[src/rtl/tdm_pkg.sv]
// Shared definitions for the four-slot TDM receive path.
//   SLOTS  : channels carried per frame
//   SLOT_W : width of the slot position counter
//   state_e: framing state (HUNT = searching for a marker, LOCKED = aligned)
package tdm_pkg;

    localparam int SLOTS  = 4;
    localparam int SLOT_W = 2;

    typedef enum logic [0:0] {
        HUNT   = 1'b0,
        LOCKED = 1'b1
    } state_e;

endpackage

[src/rtl/tdm_slot_ctr.sv]
// Slot position counter for the TDM demultiplexer.
// Ports:
//   clk      : rising-edge clock
//   rst      : asynchronous active-high reset, clears slot to 0
//   en       : advance by one slot (wraps 3 -> 0)
//   load_one : accepted frame marker, slot becomes 1 (marker beat was slot 0)
//   clr      : force slot back to 0
//   slot     : current slot position
// Priority: clr over load_one over en.
module tdm_slot_ctr
    import tdm_pkg::*;
(
    input  logic              clk,
    input  logic              rst,
    input  logic              en,
    input  logic              load_one,
    input  logic              clr,
    output logic [SLOT_W-1:0] slot
);

    logic [SLOT_W-1:0] slot_r;

    // Slot register: clear, load-after-marker, or wrap-around increment.
    always_ff @(posedge clk or posedge rst) begin
        if (rst) begin
            slot_r <= {SLOT_W{1'b0}};
        end else if (clr) begin
            slot_r <= {SLOT_W{1'b0}};
        end else if (load_one) begin
            slot_r <= SLOT_W'(1'b1);
        end else if (en) begin
            slot_r <= slot_r + SLOT_W'(1'b1);
        end else begin
            slot_r <= slot_r;
        end
    end

    assign slot = slot_r;

endmodule

[src/rtl/tdm_demux_one_four.sv]
// Four-channel time-division demultiplexer.
// Recovers slot alignment from a slot-0 frame marker, collects slots 0..2 in
// shadow registers and publishes a whole frame to y0..y3 on the slot-3 beat,
// so consumers never observe a partially received frame.
// Ports:
//   clk, rst    : clock, asynchronous active-high reset
//   din         : serial sample for the current slot
//   din_valid   : beat qualifier for din and frame_sync
//   frame_sync  : marks the slot-0 sample
//   y0..y3      : last complete frame, channel 0..3
//   frame_valid : one-cycle pulse after y0..y3 were updated
//   locked      : high while aligned to the frame marker
//   sync_err    : one-cycle pulse after a missing or misplaced marker
module tdm_demux_one_four
    import tdm_pkg::*;
#(
    parameter int WIDTH = 1
) (
    input  logic             clk,
    input  logic             rst,
    input  logic [WIDTH-1:0] din,
    input  logic             din_valid,
    input  logic             frame_sync,
    output logic [WIDTH-1:0] y0,
    output logic [WIDTH-1:0] y1,
    output logic [WIDTH-1:0] y2,
    output logic [WIDTH-1:0] y3,
    output logic             frame_valid,
    output logic             locked,
    output logic             sync_err
);

    state_e            state_r;
    logic [SLOT_W-1:0] slot_s;
    logic              ctr_en_s;
    logic              ctr_load_s;
    logic              ctr_clr_s;
    logic [WIDTH-1:0]  shadow0_r;
    logic [WIDTH-1:0]  shadow1_r;
    logic [WIDTH-1:0]  shadow2_r;
    logic [WIDTH-1:0]  y0_r;
    logic [WIDTH-1:0]  y1_r;
    logic [WIDTH-1:0]  y2_r;
    logic [WIDTH-1:0]  y3_r;
    logic              frame_valid_r;
    logic              sync_err_r;

    // Counter controls: any marker beat realigns to slot 1; a missing marker in
    // LOCKED drops back to slot 0; ordinary LOCKED beats advance. In HUNT,
    // unmarked beats leave the counter parked at 0.
    always_comb begin
        ctr_en_s   = 1'b0;
        ctr_load_s = 1'b0;
        ctr_clr_s  = 1'b0;
        if (din_valid) begin
            if (frame_sync) begin
                ctr_load_s = 1'b1;
            end else if (state_r == LOCKED) begin
                if (slot_s == 2'd0) begin
                    ctr_clr_s = 1'b1;
                end else begin
                    ctr_en_s = 1'b1;
                end
            end else begin
                ctr_en_s = 1'b0;
            end
        end else begin
            ctr_en_s = 1'b0;
        end
    end

    tdm_slot_ctr u_slot_ctr (
        .clk      (clk),
        .rst      (rst),
        .en       (ctr_en_s),
        .load_one (ctr_load_s),
        .clr      (ctr_clr_s),
        .slot     (slot_s)
    );

    // Framing FSM, shadow capture and frame publication. Pulses default low
    // every cycle so each lasts exactly one cycle after its beat.
    always_ff @(posedge clk or posedge rst) begin
        if (rst) begin
            state_r       <= HUNT;
            shadow0_r     <= {WIDTH{1'b0}};
            shadow1_r     <= {WIDTH{1'b0}};
            shadow2_r     <= {WIDTH{1'b0}};
            y0_r          <= {WIDTH{1'b0}};
            y1_r          <= {WIDTH{1'b0}};
            y2_r          <= {WIDTH{1'b0}};
            y3_r          <= {WIDTH{1'b0}};
            frame_valid_r <= 1'b0;
            sync_err_r    <= 1'b0;
        end else begin
            frame_valid_r <= 1'b0;
            sync_err_r    <= 1'b0;
            if (din_valid) begin
                case (state_r)
                    HUNT: begin
                        if (frame_sync) begin
                            shadow0_r <= din;
                            state_r   <= LOCKED;
                        end
                    end
                    LOCKED: begin
                        if (slot_s == 2'd0) begin
                            if (frame_sync) begin
                                shadow0_r <= din;
                            end else begin
                                sync_err_r <= 1'b1;
                                state_r    <= HUNT;
                            end
                        end else if (frame_sync) begin
                            // Misplaced marker: abandon the partial frame and
                            // treat this beat as the start of a new one.
                            sync_err_r <= 1'b1;
                            shadow0_r  <= din;
                        end else begin
                            case (slot_s)
                                2'd1:    shadow1_r <= din;
                                2'd2:    shadow2_r <= din;
                                2'd3: begin
                                    y0_r          <= shadow0_r;
                                    y1_r          <= shadow1_r;
                                    y2_r          <= shadow2_r;
                                    y3_r          <= din;
                                    frame_valid_r <= 1'b1;
                                end
                                default: shadow0_r <= shadow0_r;
                            endcase
                        end
                    end
                    default: state_r <= HUNT;
                endcase
            end
        end
    end

    assign y0          = y0_r;
    assign y1          = y1_r;
    assign y2          = y2_r;
    assign y3          = y3_r;
    assign frame_valid = frame_valid_r;
    assign sync_err    = sync_err_r;
    assign locked      = (state_r == LOCKED);

endmodule
[config.mk]
export PLATFORM = sky130hd
export DESIGN_NAME = tdm_demux_one_four
export DESIGN_NICKNAME = d
export VERILOG_FILES = /design/src/rtl/tdm_pkg.sv /design/src/rtl/tdm_slot_ctr.sv /design/src/rtl/tdm_demux_one_four.sv
export SDC_FILE = /design/constraint.sdc
export NUM_CORES = 1
export LEC_CHECK = 0
export CORE_MARGIN = 3
export CORE_UTILIZATION = 43
export DETAILED_ROUTE_END_ITERATION = 10
export HOLD_SLACK_MARGIN = 0.02
export PLACE_DENSITY_LB_ADDON = 0.1
export SYNTH_ARGS = -nofsm -noshare
export SYNTH_HDL_FRONTEND = slang
export SYNTH_SLANG_ARGS = --single-unit
export TNS_END_PERCENT = 100
[constraint.sdc]
create_clock -name clk -period 1.56 [get_ports clk]
set_clock_uncertainty 0.05 [all_clocks]
set_input_delay 0.39 -clock clk [delete_from_list [all_inputs] [get_ports clk]]
set_output_delay 0.39 -clock clk [all_outputs]
set_load 0.03 [all_outputs]
==> impl_metrics.yaml, run 1 <==
yosys:
  syn_inst: 50
  synth.distinct_cells: 20
  synth-seq-area-share_pct: 48.58
  yosys-mux-area-fraction_pct: 15.18
  synth-compound-area-share_pct: 5.263
  syn_nets: 61
  synth_area_sq_um: 618.1
  synth_simple_gate_area_share_pct: 15.18
  synth_top_family_by_area: "simple AND/OR/NAND/NOR gates"
  synth_top_area_cell: "dfrtp_1"
  syn_avg_cell_area_sq_um: 12.36
  synthAdderAreaFrac_pct: 12.15
  synth.area.top_cells: "dfrtp_1 (49%), ha_1 (12%), mux2_4 (9.7%)"
  synth_xor_area_share_pct: 0
  synth_top_area_share_pct: 48.58
  ys.warnings.count: 0
  synth_seq_cells: 12
detailed_routing:
  wire_per_inst_um: 12.73
  wl_mm: 1.133
  ant_nets: 0
  num_vias: 448
  viasPerCell: 5.034
  drc: 0
  drt_pre_antenna_iters: 3
  drtIter0Drc: 7
global_route:
  grt_max_degree: 13
  grt_pass1_wl_mm: 1.959
  grt_pass1_vias: 442
  grt.total_usage_pct: 13.80
  antenna_found_initial: 0
  overflow: 0
final_layout:
  final_layout_size_suffix_gt1_share_pct: 41.89
  fillers: 105
  num-nets-final: 86
  multi_input_area_sq_um: 336.6
  diodes: 0
  seq_area_sq_um: 300.3
  syn_to_final_growth_pct: 43.52
  instances_no_fill: 89
timing:
  relSlewSlack_pct: 69.78
  fmax_mhz: 641.8
  rsz0062_at_grt: "true"
  drv_slew: 0
  hold_viol_final: 0
  layout_min_cycle_time_ns: 1.558
  hold-worst-slack_ns: 0.3715
  worst_pin_slew_ns: 0.4528
  fin_crit_sh_pct: 99.87
  setup_viol: 0
placed_design:
  gp_congestion: 0.7480
  place_inst: 84
  hpwl_um: 880.8
  port_buffers: 11
pwr:
  leakage_nw: 0.4748
  power_frac_comb_pct: 52.6
  netSwitchingPower_mw: 0.5998
  power_density_nw_per_um2: 1796
  p_int_mw: 0.9931
  p_sw_share_pct: 37.66
  p_clk_share_pct: 15.4
  p_total_mw: 1.593
  vdd_drop_max_mv: 0.8794
  power_frac_seq_pct: 32.1
setup_path:
  timing.rr.start: "u_slot_ctr.slot[1]"
  reg2regPathDepth: 7
  crit_required_ns: 1.66
  arrival_ns: 1.66
  endpoint_kind: "flip-flop"
  critical_path_class: "reg -> reg"
  cp_max_fo: 4
  regToRegSetupSlack_ns: 0.002
  critPathLaunchType: "flip-flop"
  r2r-end: "y0"
min_path:
  min_path_type: "in -> async"
die:
  num_io_pins: 12
  rows: 13
  die_area_sq_um: 1929
  core_sq_um: 1318
  initial_utilization_pct: 46.91
  die_w_um: 43.92
  die_y_um: 43.92
cts:
  numClockSinks: 12
  cts-root-buf: "clkbuf_4"
  cts_buffers: 3
  clock_latency_ns: 0.27
  cts_tree: "built"
  cts_hold_buf: 0
  cts_max_path_buffers: 2
  path_clk_slew_ns: 0.08
  ctsHtreeMaxLevel: 1
run_status:
  status: "finished clean"
run:
  maxCapViolations: 0
==> layout by cell type (no fill, tap or decap), types with 2 or more instances in the layout <==
cell type / Yosys / layout
mux2_4: 4 / 6
ha_4: 0 / 2
clkbuf_4: 0 / 3
nand2_1: 5 / 4
dfrtp_1: 12 / 12
ha_1: 6 / 4
clkdlybuf4s50_1: 0 / 4
buf_4: 0 / 10
o21ai_0: 2 / 2
dlygate4sd2_1: 0 / 6
inv_1: 5 / 3
inv_2: 0 / 2
==> power groups by stage <==
stage	clock [mW]	sequential (mW)	combinational, mW
CTS	0.251	0.510	0.815
detailed placement	0	0.517	0.853
finish	0.245	0.511	0.837
global placement	0	0.516	0.838
global route	0.266	0.528	0.919
floorplan	0	0.650	0.391
==> sequential cells by signal (all words and copies together) (netlist names) <==
signal	flops
shadow0_r	1
frame_valid	1
y0	1
y2	1
shadow2_r	1
u_slot_ctr.slot	2
y3	1
y1	1
sync_err	1
locked	1
shadow1_r	1
==> metal layers <==
layer  up-vias  global-route usage [%]  part of all wire, %  routed length [um]
met5         -                       0                    0                   0
met4         0                   5.422                 0.71                   8
met3         2                   3.734                  5.4                  61
met2        12                   22.97                   47                 532
met1       216                   16.75                   47                 531
li1        218                       -                    -                   -
==> layout make-up <==
type,count,share of cell area (%)
Multi-Input combinational cell,32,37.94
Sequential cell,12,33.85
Timing Repair Buffer,20,18.90
Clock buffer,4,4.090
Inverter,6,3.103
Tap cell,15,2.116
==> critical path, stage by stage (launching register included) <==
cell	delay [ns]
dfrtp_1	0.40
inv_2	0.08
ha_4	0.15
clkinv_4	0.05
ha_4	0.14
and3_4	0.18
nand2_4	0.09
mux2_4	0.30
==> worst max path at each step <==
stage                     to  slack [ns]  depth (start not counted)          startpoint
after floorplan           y0       -0.01                          7  u_slot_ctr.slot[0]
after global placement    y0       -0.27                          6          frame_sync
after detailed placement  y3       -0.29                          6          frame_sync
after CTS                 y3       0.003                          7  u_slot_ctr.slot[1]
after global routing      y0       -0.05                          7  u_slot_ctr.slot[0]
final                     y0       0.002                          7  u_slot_ctr.slot[1]
==> what timing repair did <==
item,in CTS,in global routing
pin swaps,0,1
setup buffers,0,1
resized for setup,6,2
endpoints found under the setup margin,6,7
==> synthesized netlist by cell type <==
master,n
a21oi_1,1
a311o_1,1
and2_2,1
and3_2,1
and3_4,1
and4bb_1,1
clkinv_1,1
dfrtp_1,12
ha_1,6
inv_1,5
mux2_1,3
mux2_4,4
nand2_1,5
nand2_4,1
nand2b_1,1
nor2_1,1
nor4_1,1
nor4b_1,1
o211ai_1,1
o21ai_0,2
==> per-stage QoR <==
stage / area [sq um] / worst slack, ns / setup TNS [ns] / utilization [%]
global route: 887.1 / -0.05471 / -0.2312 / 67.33
global placement: 842.1 / -0.2677 / -1.816 / 63.91
CTS: 870.8 / 0.002639 / 0 / 66.10
detailed placement: 842.1 / -0.2878 / -1.930 / 63.91
finish: 887.1 / 0.001961 / 0 / 67.33
floorplan: 655.6 / -0.01114 / -0.04674 / -
==> kinds of logic (layout without fill, tap and decap cells) <==
kind of cell / after synthesis / after routing
buffers and inverters: 6 / 30
AOI/OAI and AO/OA: 5 / 5
adders and majority gates: 6 / 6
and+or+nand+nor: 14 / 14
muxes: 7 / 7
DFF: 12 / 12
Power figures use the tool's default switching activity.
==> inputs of run 2 (changes only) <==
TNS_END_PERCENT = 20   (was 100)
==> impl_metrics.yaml, run 2 (same netlist as run 1, synthesis figures left out) <==
cts:
  cts_max_path_buffers: 2
  cts_tree: "built"
  numClockSinks: 12
  cts_hold_buf: 0
  cts_buffers: 3
  path_clk_slew_ns: 0.08
  ctsHtreeMaxLevel: 1
  cts-root-buf: "clkbuf_4"
  clock_latency_ns: 0.27
setup_path:
  cp_top_family: "buffers and inverters"
  critPathLaunchType: "input pin"
  endpoint_kind: "flip-flop"
  slowest_stage: "clkdlybuf4s50_1"
  critPathMaxStageDelay_ns: 0.47
  arrival_ns: 1.66
  crit_required_ns: 1.66
  crit_chain: "clkdlybuf4s50_1, inv_1, ha_4, and3_4, nand2_4, mux2_4"
  critical_path_class: "in -> reg"
  cp_max_fo: 4
  path_buf_inv: 2
placed_design:
  place_inst: 84
  post-place-ws_ns: -0.2905
  hpwl_um: 856.5
  gp_congestion: 0.7624
  port_buffers: 11
final_layout:
  final_util_pct: 66.67
  instances_no_fill: 89
  diodes: 0
  final_layout_size_suffix_gt1_share_pct: 39.19
  final_common_cell: "dfrtp_1"
  largest_reg_flops: 2
  num-nets-final: 86
  final_cell_mix: "dfrtp_1 (12), buf_4 (10), mux2_4 (6), dlygate4sd2_1 (6), nand2_1 (5)"
  syn_to_final_growth_pct: 42.11
detailed_routing:
  ant_nets: 0
  drtIter0Drc: 6
  wire_per_inst_um: 12.43
  wl_mm: 1.106
  viasPerCell: 4.989
  drc: 0
  num_vias: 444
  drt_pre_antenna_iters: 4
timing:
  tns_ns: 0
  fin_crit_sh_pct: 99.81
  drv_slew: 0
  rsz0062_at_grt: "true"
  fmax_mhz: 642.3
  worst_pin_slew_ns: 0.4597
  setup_viol: 0
  layout_min_cycle_time_ns: 1.557
  fin_ws_ns: 0.002973
  hold_viol_final: 0
  relSlewSlack_pct: 69.32
die:
  die_y_um: 43.92
  num_io_pins: 12
  die_w_um: 43.92
  rows: 13
  initial_utilization_pct: 46.91
  die_area_sq_um: 1929
  core_sq_um: 1318
run_status:
  status: "finished clean"
min_path:
  min_path_type: "in -> async"
global_route:
  grt_max_degree: 13
  grt_pass1_wl_mm: 1.856
  overflow: 0
  antenna_found_initial: 0
  grt.total_usage_pct: 13.19
  grt_pass1_vias: 440
run:
  maxCapViolations: 0
pwr:
  leakage_nw: 0.4739
  vdd_drop_max_mv: 0.9278
  power_density_nw_per_um2: 1770
run 2: changes by cell type in the layout (fill, tap and decap cells not counted):
cell     before  now
nand2_1       4    5
nand2_2       1    0
nor4_1        0    1
nor4_2        1    0
run 2: layer usage:
| metal | wire length (um) | vias up | GRT usage [%] | share of wire (%) |
|---|---|---|---|---|
| met1 | 513 | 210 | 15.94 | 46 |
| met5 | 0 | - | 0 | 0 |
| met4 | 25 | 0 | 7.229 | 2.3 |
| met2 | 502 | 11 | 20.64 | 45 |
| met3 | 64 | 4 | 4.149 | 5.8 |
| li1 | - | 219 | - | - |
run 2: timing repair:
item / 4_1_cts / 5_1_grt
gates resized for setup: 6 / 2
pin swaps: 0 / 0
setup buffers: 0 / 1
setup endpoints to repair: 8 / 6
run 2: final cells by class:
cell class | count | area, sq um
clock buffer | 4 | 36.28
fill | 98 | 439.2
inverter | 6 | 27.53
multi-input combinational | 32 | 327.8
sequential | 12 | 300.3
tap | 15 | 18.77
timing repair buffer | 20 | 167.7
run 2: worst reg2reg max path, cell delays in order, from the launching register on:
cell      delay, ns
dfrtp_1        0.39
inv_2          0.08
ha_4           0.15
clkinv_4       0.05
ha_4           0.14
and3_4         0.17
nand2_4        0.09
mux2_4         0.30
run 2: final timing paths:
| check | start | cells after the start | slack (ns) | to |
|---|---|---|---|---|
| max | frame_sync | 6 | 0.003 | y0 |
| max reg2reg | u_slot_ctr.slot[1] | 7 | 0.01 | y0 |
| min reg2reg | shadow0_r | 1 | 0.45 | shadow0_r |
| min in group clk | shadow0_r | 1 | 0.45 | shadow0_r |
| max in group asynchronous | rst | 2 | 0.77 | sync_err |
| min | rst | 2 | 0.37 | y3 |
run 2: per-stage QoR:
stage               power, mW  cell area [sq um]  hold WS, ns
floorplan               1.017              648.1       0.2047
detailed placement      1.330              834.6       0.4363
global placement        1.328              834.6       0.4304
global route            1.686              878.3       0.4011
CTS                     1.538              863.3       0.3869
finish                  1.554              878.3       0.3725
run 2: power breakdown:
group | internal (mW) | total [mW] | switching (mW)
Clock | 0.142 | 0.242 | 0.101
Combinational | 0.408 | 0.810 | 0.402
Sequential | 0.430 | 0.502 | 0.0722
Total | 0.980 | 1.55 | 0.575
